### config.mk
export PLATFORM = sky130hd
export DESIGN_NAME = lr_d_sequencer
export DESIGN_NICKNAME = d
export VERILOG_FILES = /design/src/rtl/lr_d_seq_pkg.sv /design/src/rtl/lr_d_seq_delay.sv /design/src/rtl/lr_d_sequencer.sv
export SDC_FILE = /design/constraint.sdc
export NUM_CORES = 1
export LEC_CHECK = 0
export BUFFER_PORTS_ARGS = -buffer_cell sky130_fd_sc_hd__buf_2
export CORE_UTILIZATION = 40
export DETAILED_ROUTE_END_ITERATION = 8
export PLACE_DENSITY = 0.75
export SETUP_SLACK_MARGIN = 0.02
export SLEW_MARGIN = 25
export SYNTH_ARGS = -nofsm -noshare
export SYNTH_HDL_FRONTEND = slang
export SYNTH_SLANG_ARGS = --single-unit
### constraint.sdc
create_clock -name clk -period 2.74 [get_ports clk]
set_input_delay 0.274 -clock clk [delete_from_list [all_inputs] [get_ports clk]]
set_output_delay 0.274 -clock clk [all_outputs]
set_load 0.03 [all_outputs]
### src/rtl/lr_d_seq_pkg.sv
// Shared constants for the leaky-ReLU derivative sequencer.
// FSM state codes are plain localparams so legacy tools can read them.
package lr_d_seq_pkg;

  localparam int unsigned DATA_W_DEF = 16;

  typedef logic [1:0] state_t;

  localparam state_t IDLE  = 2'd0;
  localparam state_t RUN   = 2'd1;
  localparam state_t DRAIN = 2'd2;
  localparam state_t DONE  = 2'd3;

  localparam logic [DATA_W_DEF-1:0] DATA_ZERO = '0;

endpackage

### src/rtl/lr_d_seq_delay.sv
// Valid+data shift register of DEPTH stages.
// Data is forced to zero on entry whenever its valid is low, so bubbles carry zeros.
module lr_d_seq_delay #(
  parameter int unsigned DEPTH = 1,
  parameter int unsigned W     = 16
) (
  input  logic         clk,
  input  logic         rst,
  input  logic         valid_in,
  input  logic [W-1:0] data_in,
  output logic         valid_out,
  output logic [W-1:0] data_out
);

  logic [DEPTH-1:0]        valid_q;
  logic [DEPTH-1:0][W-1:0] data_q;

  // Shift valid and zero-gated data one stage per cycle
  always_ff @(posedge clk or negedge rst) begin
    if (!rst) begin
      valid_q <= '0;
      data_q  <= '0;
    end else begin
      valid_q[0] <= valid_in;
      data_q[0]  <= valid_in ? data_in : '0;
      for (int i = 1; i < DEPTH; i++) begin
        valid_q[i] <= valid_q[i-1];
        data_q[i]  <= data_q[i-1];
      end
    end
  end

  assign valid_out = valid_q[DEPTH-1];
  assign data_out  = data_q[DEPTH-1];

endmodule

### src/rtl/lr_d_sequencer.sv
// Sequences one backprop activation-derivative pass over the 2-column leaky-ReLU
// derivative unit: accepts gradient beats, fetches H pairs, aligns them, drives
// column 1 then column 2 one cycle later, and counts returned results.
// Optional feature macro: LRD_SEQ_PERF_EN adds the perf_stall_cnt output.
module lr_d_sequencer
  import lr_d_seq_pkg::*;
#(
  parameter int unsigned DATA_W = DATA_W_DEF,
  parameter int unsigned ADDR_W = 8,
  parameter int unsigned RD_LAT = 1
) (
  input  logic              clk,
  input  logic              rst,
  input  logic              cfg_leak_we,
  input  logic [DATA_W-1:0] cfg_leak_in,
  input  logic              start,
  input  logic [ADDR_W-1:0] num_rows,
  input  logic [ADDR_W-1:0] h_base_addr,
  output logic              busy,
  output logic              done,
  input  logic              grad_valid_in,
  output logic              grad_ready_out,
  input  logic [DATA_W-1:0] grad_1_in,
  input  logic [DATA_W-1:0] grad_2_in,
  output logic              h_rd_en,
  output logic [ADDR_W-1:0] h_rd_addr,
  input  logic [DATA_W-1:0] h_1_rdata,
  input  logic [DATA_W-1:0] h_2_rdata,
  output logic [DATA_W-1:0] lr_leak_factor_out,
  output logic              lr_d_valid_1_out,
  output logic              lr_d_valid_2_out,
  output logic [DATA_W-1:0] lr_d_data_1_out,
  output logic [DATA_W-1:0] lr_d_data_2_out,
  output logic [DATA_W-1:0] lr_d_H_1_out,
  output logic [DATA_W-1:0] lr_d_H_2_out,
  input  logic              lr_d_valid_2_in
`ifdef LRD_SEQ_PERF_EN
  ,
  output logic [15:0]       perf_stall_cnt
`endif
);

  state_t              state_q, state_d;
  logic [ADDR_W:0]     issued_q, returned_q, returned_d, num_ext;
  logic [ADDR_W-1:0]   num_rows_q, base_q;
  logic [DATA_W-1:0]   leak_q;
  logic                accept, ret_fire, start_ok;

  logic                al_valid;
  logic [2*DATA_W-1:0] al_data;
  logic                c1_valid_q;
  logic [DATA_W-1:0]   c1_data_q, c1_h_q;
  logic [2*DATA_W-1:0] c2_pend_q, c2_data;

  assign num_ext        = {1'b0, num_rows_q};
  assign start_ok       = start && (state_q == IDLE);
  assign grad_ready_out = (state_q == RUN) && (issued_q < num_ext);
  assign accept         = grad_valid_in && grad_ready_out;
  assign h_rd_en        = accept;
  assign h_rd_addr      = accept ? (base_q + issued_q[ADDR_W-1:0]) : '0;
  assign busy           = (state_q != IDLE);
  assign done           = (state_q == DONE);
  assign ret_fire       = lr_d_valid_2_in && ((state_q == RUN) || (state_q == DRAIN));
  assign returned_d     = returned_q + {{ADDR_W{1'b0}}, ret_fire};

  // Next-state: the last return is counted in the same cycle it arrives
  always_comb begin
    state_d = state_q;
    unique case (state_q)
      IDLE:    if (start) state_d = (num_rows == '0) ? DONE : RUN;
      RUN:     if (issued_q == num_ext) state_d = DRAIN;
      DRAIN:   if (returned_d == num_ext) state_d = DONE;
      DONE:    state_d = IDLE;
      default: state_d = IDLE;
    endcase
  end

  // State, pass parameters, counters and the leak register
  always_ff @(posedge clk or negedge rst) begin
    if (!rst) begin
      state_q    <= IDLE;
      num_rows_q <= '0;
      base_q     <= '0;
      issued_q   <= '0;
      returned_q <= '0;
      leak_q     <= '0;
    end else begin
      state_q <= state_d;
      if (start_ok) begin
        num_rows_q <= num_rows;
        base_q     <= h_base_addr;
        issued_q   <= '0;
        returned_q <= '0;
      end else begin
        if (accept) issued_q <= issued_q + (ADDR_W+1)'(1);
        returned_q <= returned_d;
      end
      // Writes while busy are dropped so the factor is stable for the pass
      if (cfg_leak_we && (state_q == IDLE)) leak_q <= cfg_leak_in;
    end
  end

  assign lr_leak_factor_out = leak_q;

  // Gradients wait RD_LAT cycles so they meet the H read data
  lr_d_seq_delay #(
    .DEPTH (RD_LAT),
    .W     (2*DATA_W)
  ) u_grad_align (
    .clk       (clk),
    .rst       (rst),
    .valid_in  (accept),
    .data_in   ({grad_1_in, grad_2_in}),
    .valid_out (al_valid),
    .data_out  (al_data)
  );

  // Column-1 output register; column-2 pair is staged alongside it
  always_ff @(posedge clk or negedge rst) begin
    if (!rst) begin
      c1_valid_q <= 1'b0;
      c1_data_q  <= '0;
      c1_h_q     <= '0;
      c2_pend_q  <= '0;
    end else begin
      c1_valid_q <= al_valid;
      c1_data_q  <= al_valid ? al_data[2*DATA_W-1:DATA_W] : '0;
      c1_h_q     <= al_valid ? h_1_rdata : '0;
      c2_pend_q  <= al_valid ? {al_data[DATA_W-1:0], h_2_rdata} : '0;
    end
  end

  // Systolic skew: column 2 trails column 1 by one cycle
  lr_d_seq_delay #(
    .DEPTH (1),
    .W     (2*DATA_W)
  ) u_col2_skew (
    .clk       (clk),
    .rst       (rst),
    .valid_in  (c1_valid_q),
    .data_in   (c2_pend_q),
    .valid_out (lr_d_valid_2_out),
    .data_out  (c2_data)
  );

  assign lr_d_valid_1_out = c1_valid_q;
  assign lr_d_data_1_out  = c1_data_q;
  assign lr_d_H_1_out     = c1_h_q;
  assign lr_d_data_2_out  = c2_data[2*DATA_W-1:DATA_W];
  assign lr_d_H_2_out     = c2_data[DATA_W-1:0];

`ifdef LRD_SEQ_PERF_EN
  logic [15:0] perf_q;

  // Saturating count of RUN cycles where a beat could have been taken but none came
  always_ff @(posedge clk or negedge rst) begin
    if (!rst) begin
      perf_q <= '0;
    end else if (start_ok) begin
      perf_q <= '0;
    end else if (grad_ready_out && !grad_valid_in && (perf_q != 16'hFFFF)) begin
      perf_q <= perf_q + 16'd1;
    end
  end

  assign perf_stall_cnt = perf_q;
`endif

endmodule

Yosys cells after proc, flatten, opt, wreduce, memory -nomap -nowiden
Index checks and enable logic that the tools add are counted.
- output and inout port bits: 94
- input port bits: 102
- word-level logic and storage cells: 51
- bits in registers: 183
- add/sub/neg operators: 3
- multiplexer cells: 14
- magnitude comparators: 1
- equal/unequal tests: 8
- reductions and logical operators: 11
- operators by type and width (kind ; count):
    two-way mux 32 bit ; 3
    two-way mux 16 bit ; 2
    two-way mux 9 bit ; 3
    equality test 9 x 8 -> 1 bit ; 2
    adder 9 x 1 -> 9 bit ; 1
    adder 9 x 1 -> 9 bit (second input constant) ; 1
    < comparator 9 x 8 -> 1 bit ; 1
    adder 8 bit ; 1
    logical NOT 8 bit ; 1
    two-way mux 2 bit ; 4
    two-way mux 8 bit ; 1
    case mux 2 bit (4 select lines) ; 1
    logical AND 1 bit ; 5
    equality test 2 bit (second input constant) ; 2
    != test 2 x 1 -> 1 bit (second input constant) ; 2
    nonzero test 2 bit ; 2
    AND reduction 3 bit ; 1
    equality test 2 x 1 -> 1 bit (second input constant) ; 1
    logical NOT 2 bit ; 1
    != test 2 bit (second input constant) ; 1
    logical OR 1 bit ; 1

Longest topological paths before layout
- depth in word-level cells: 7
- mapped depth: 11
- gate-level depth less buffers: 11

Modules after synthesis
Synthesis repeated with hierarchy kept, for this count alone.
- cells, all modules: 571
- area total of the unflattened synthesis: 7156.9 µm²
- modules (own cells, without submodules) (module ; cells an instance ; area an instance (µm²) ; instances ; sequential area each (µm²)):
    lr_d_sequencer ; 435 ; 4994.8 ; 1 ; 2927.8
    lr_d_seq_delay ; 68 ; 1081.0 ; 2 ; 825.8

Worst setup path after synthesis
No wires, ideal clock.
- path kind: register -> register
- start: register state_q[0]
- end: register state_q[1]
- arrival: 2.457 ns
- buffers on the path: 0
- cell stages (with the launch flop): 12
- library setup time: 0.124 ns
- clock period less this slack: 2.581 ns
- path slack: 0.159 ns
- required time: 2.616 ns
- cells stage by stage: dfrtp_1 -> inv_1 -> ha_1 -> and2_1 -> ha_1 -> ha_1 -> xnor2_2 -> xnor2_1 -> nor4_1 -> o2111a_1 -> a31oi_1 -> o31a_1
- cells in the longest elaborated chain, start to end: 7
- elaborated cells between the ends (all ways): 13
- those cells by class: 1 x add/sub; 7 x eq/ne; 1 x mux; 4 x reduce/logical
- ends and longest elaborated chain (element ; line ; RTL):
    from (decl) ; lr_d_sequencer.sv:43 ; state_t state_q, state_d;
    from (signal assigned) ; lr_d_sequencer.sv:88 ; state_q <= state_d;
    equality test 2 x 1 -> 1 bit / equality test 2 bit (equally long branches) ; lr_d_sequencer.sv:63, lr_d_sequencer.sv:69 ;
    logical OR 1 bit ; lr_d_sequencer.sv:63 ; assign ret_fire = lr_d_valid_2_in && ((state_q == RUN) || (state_q == DRAIN));
    logical AND 1 bit ; lr_d_sequencer.sv:63 ;
    adder 9 x 1 -> 9 bit ; lr_d_sequencer.sv:64 ; assign returned_d = returned_q + {{ADDR_W{1'b0}}, ret_fire};
    equality test 9 x 8 -> 1 bit ; lr_d_sequencer.sv:72 ; DRAIN: if (returned_d == num_ext) state_d = DONE;
    != test 2 x 1 -> 1 bit (no line) ; -- ;
    AND reduction 3 bit (no line) ; -- ;
Parallel ways exist; a longest one is shown, timed or not.
A chain may end at the register's enable or synchronous reset.

Worst setup path in the final report
- start: register issued_q[1]
- end: output port h_rd_addr[7]
- cells in the longest elaborated chain, start to end: 4
- elaborated cells between the ends (all ways): 5
- those cells by class: 1 x add/sub; 1 x order compare; 1 x mux; 2 x reduce/logical
- ends and longest elaborated chain (element ; line ; RTL):
    from (decl) ; lr_d_sequencer.sv:44 ; logic [ADDR_W:0] issued_q, returned_q, returned_d, num_ext;
    from (signal assigned) ; lr_d_sequencer.sv:95 ; if (accept) issued_q <= issued_q + (ADDR_W+1)'(1);
    < comparator 9 x 8 -> 1 bit ; lr_d_sequencer.sv:57 ; assign grad_ready_out = (state_q == RUN) && (issued_q < num_ext);
    logical AND 1 bit ; lr_d_sequencer.sv:57 ;
    logical AND 1 bit ; lr_d_sequencer.sv:58 ; assign accept = grad_valid_in && grad_ready_out;
    two-way mux 8 bit (*) ; lr_d_sequencer.sv:60 ; assign h_rd_addr = accept ? (base_q + issued_q[ADDR_W-1:0]) : '0;
    to (decl) ; lr_d_sequencer.sv:26 ; output logic [ADDR_W-1:0] h_rd_addr,
Every way passes the cells marked *; elsewhere a longest branch is shown, timed or not.

==> impl_metrics.env <==
export IMPL_final_max_slew_violation_count=0
export IMPL_fillCellCount=1512
export IMPL_die_h_um=136.4
export IMPL_grt_pass1_wl_mm=23.50
export IMPL_core_util_final_pct=53.29
export IMPL_ys_dominant_reg_cell="sky130_fd_sc_hd__dfrtp_1"
export IMPL_grt_overflow_total=0
export IMPL_cts_path_max_buffers=2
export IMPL_maximum_number_of_pins_on_one_net_before_global_route_repair=84
export IMPL_holdCritPathClass="in2reg"
export IMPL_r2r_end="state_q[1]"
export IMPL_worst_reg_to_reg_cells=11
export IMPL_fin_crit_ns=2.674
export IMPL_synth_largest_type_area_fraction_pct=63.39
export IMPL_rows=48
export IMPL_cp_start_kind="flip-flop"
export IMPL_route_detailed_vias_per_inst=4.642
export IMPL_critical_path_endpoint_type="output port"
export IMPL_hold_path_depth=3
export IMPL_via_count_of_the_first_global_routing_pass=4713
export IMPL_firstDrtPassIters=4
export IMPL_finalSetupViolations=0
export IMPL_floorplan_initialDensity_pct=41.34
export IMPL_power_frac_seq_pct=50.6
export IMPL_placement_io_buffers=195
export IMPL_placeableCoreArea_mm2=0.01748
export IMPL_status="complete, no violations"
export IMPL_slew_headroom_pct=49.28
export IMPL_post_route_cells_drive_above_1_share_pct=36.89
export IMPL_crit_path_max_fanout=2
export IMPL_timing_critical_path_slowest_stage_cell="sky130_fd_sc_hd__or4_4"
export IMPL_drt_first_iter_violations=142
export IMPL_critPathArrivalTime_ns=2.40
export IMPL_antenna_found_initial=2
export IMPL_r2r_setup_slack_ns=0.12
export IMPL_final_design_area_no_fill_mm2=0.009314
export IMPL_max_stage_delay_ns=0.49
export IMPL_worst_slew_pin_slew_ns=0.7608
export IMPL_combPwrFrac_pct=7.8
export IMPL_power_per_cell_area_mw_per_mm2=602.2
export IMPL_drcViolationCount=0
export IMPL_number_of_nets_with_antenna_violations_after_detailed_routing=0
export IMPL_total_power_mw=5.608
export IMPL_dpl_instance_area_mm2=0.008483
export IMPL_mappedNetlistNets=720
export IMPL_pwr_share_clk_pct=41.5
export IMPL_synth_edf_count=0
export IMPL_peakVddDrop_v=0.0004045
export IMPL_timing_hold_worst_start="h_base_addr[7]"
export IMPL_rr_startpoint="state_q[1]"
export IMPL_sinks_on_the_clock_net=183
export IMPL_cts_htree_levels=4
export IMPL_async_flop_share_pct=100.0
export IMPL_ys_top_cells_by_count="sky130_fd_sc_hd__dfrtp_1 (183), sky130_fd_sc_hd__and2_1 (135), sky130_fd_sc_hd__nand2_1 (53), sky130_fd_sc_hd__ha_1 (23)"
export IMPL_achievable_frequency_mhz=374.0
export IMPL_sum_of_net_half_perimeters_after_detailed_placement_mm=10.27
export IMPL_gp_congestion=0.8651
export IMPL_clk_insertion_delay_late_ns=0.42
export IMPL_leakage_nw=5.082
export IMPL_tritoncts_num_buffers=17
export IMPL_io_pins=196
export IMPL_clk_transition_reported_paths_ns=0.07
export IMPL_fin_nets=937
export IMPL_netlist_area_mm2=0.007224
export IMPL_hold_violations=0
export IMPL_antenna_cells=0
export IMPL_areaGrowthSynthToFinish_pct=28.92
export IMPL_tns_ns=0
export IMPL_yosysSeqAreaShare_pct=63.39
export IMPL_post_synth_num_cell_types=52
export IMPL_worst_path_buf_inv=1
export IMPL_global_route_usage_total_pct=16.57
export IMPL_grt_setup_unrepaired="yes"
export IMPL_drt_total_wl_mm=14.73
export IMPL_floorplan_die_area_mm2=0.01860
export IMPL_fin_crit_sh_pct=97.59
export IMPL_cts_tree="yes"
export IMPL_worstPathRequired_ns=2.47
export IMPL_most_used_standard_cell_by_instance_count_after_synthesis="sky130_fd_sc_hd__dfrtp_1"
export IMPL_synth_area_top_cells="sky130_fd_sc_hd__dfrtp_1 (63%), sky130_fd_sc_hd__and2_1 (12%), sky130_fd_sc_hd__ha_1 (4.0%)"
export IMPL_worstHoldEndpoint="base_q[7]"
export IMPL_yosys_warnings=0
export IMPL_num_vias=4869
export IMPL_root_cell_of_the_clock_tree="sky130_fd_sc_hd__clkbuf_16"
export IMPL_wl_per_cell_um=14.04
export IMPL_netSwitchingPower_mw=1.440
export IMPL_switching_share_pct=25.67
export IMPL_cp_common_cell="sky130_fd_sc_hd__a21oi_2"
export IMPL_timing_max_cap_violations=0
export IMPL_power_internal_mw=4.169
export IMPL_clock_skew_final_ns=0.008422
export IMPL_ys_seq_elements=183
export IMPL_worst_path_dominant_cell_family="compound AO/OA/AOI/OAI gates"
export IMPL_netlist_top_cell_by_area="sky130_fd_sc_hd__dfrtp_1"
export IMPL_crit_chain="ha_1 > a21o_1 > a21oi_2 > o21bai_1 > a2111oi_2 > or4_4 > a21oi_2 > buf_6"
export IMPL_dieWidth_um=136.4
export IMPL_synth_avg_cell_area_um2=12.16
export IMPL_worst_setup_path_type="reg2out"
export IMPL_postSynthCellCount=594
cell usage in the layout, fill, tap and decap left out, types with 11 or more instances in the layout:
cell type and n:
sky130_fd_sc_hd__and2_1 135, sky130_fd_sc_hd__nor2_1 15, sky130_fd_sc_hd__ha_1 19, sky130_fd_sc_hd__o21ai_0 13
sky130_fd_sc_hd__inv_1 17, sky130_fd_sc_hd__mux2_2 16, sky130_fd_sc_hd__buf_2 188, sky130_fd_sc_hd__clkbuf_16 17
sky130_fd_sc_hd__dfrtp_1 179, sky130_fd_sc_hd__xnor2_1 11, sky130_fd_sc_hd__nand2_1 53, sky130_fd_sc_hd__buf_4 29
tightest hold or removal path, cell delays in order:
cell and delay (ns):
sky130_fd_sc_hd__buf_2 0.07, sky130_fd_sc_hd__nand2_1 0.04, sky130_fd_sc_hd__nand2_1 0.04
stage by stage:
step	hold WS (ns)	setup slack [ns]	std cells
final	0.03377	0.06604	1049
after CTS	0.01093	0.001905	1041
after global placement	0.2994	0.06934	1000
after global routing	0.03000	-0.02435	1049
after detailed placement	0.2994	-0.06680	1000
after floorplan	-0.02159	0.1591	594
layout make-up:
cell class,count,area [um2],area share [%]
timing repair buffer,223,1230,13.21
sequential,183,4584,49.22
multi-input combinational,366,2576,27.66
tap,225,281.5,3.023
clock buffer,18,429.2,4.608
clock inverter,14,137.6,1.478
inverter,20,75.07,0.8060
state kept, by name, indices dropped and copies added, names as in the netlist, 2 cells and up:
register,count
base_q,8
c2_pend_q,32
issued_q,9
lr_d_H_1_out,16
lr_d_data_1_out,16
lr_leak_factor_out,16
num_rows_q,8
returned_q,9
state_q,2
u_col2_skew.data_out,32
u_grad_align.data_out,32
worst max path at each step:
stage | from | to | slack (ns) | cells past startpoint
2_1_floorplan | state_q[0] | state_q[1] | 0.16 | 11
3_3_place_gp | state_q[1] | state_q[1] | 0.07 | 11
3_5_place_dp | state_q[1] | state_q[1] | -0.07 | 11
4_1_cts | issued_q[1] | h_rd_addr[7] | 0.002 | 8
5_1_grt | base_q[1] | h_rd_addr[7] | -0.02 | 8
6_report | issued_q[1] | h_rd_addr[7] | 0.07 | 8
logic make-up after synthesis:
| group | synth area share [%] |
|---|---|
| compound gates | 6.356 |
| flops | 63.39 |
| fa+ha+maj | 4.261 |
| xor+xnor | 2.286 |
| simple gates | 18.65 |
| mux | 2.632 |
| buf+inv | 2.425 |
power by group through the flow:
stage / clock [mW] / sequential (mW) / combinational [mW]
2_1_floorplan: 0 / 2.83 / 0.285
3_3_place_gp: 0 / 2.88 / 0.391
3_5_place_dp: 0 / 2.88 / 0.401
4_1_cts: 2.41 / 2.83 / 0.413
5_1_grt: 2.51 / 2.85 / 0.491
6_report: 2.33 / 2.84 / 0.440
timing repair:
action,CTS,global route
resized for setup,14,26
hold endpoints to repair,62,0
pin swaps,3,12
setup buffers,8,8
hold buffers,1,0
endpoints found under the setup margin,9,11
per-layer routing:
layer  track usage [%]  routed length [um]  up-vias
met4             7.222                 340        2
met5                 0                  10        -
li1                  -                   -     2381
met1             20.61                6341     2297
met2             27.19                7135      163
met3             4.213                 904       26
(Power assumes the default switching activity.)
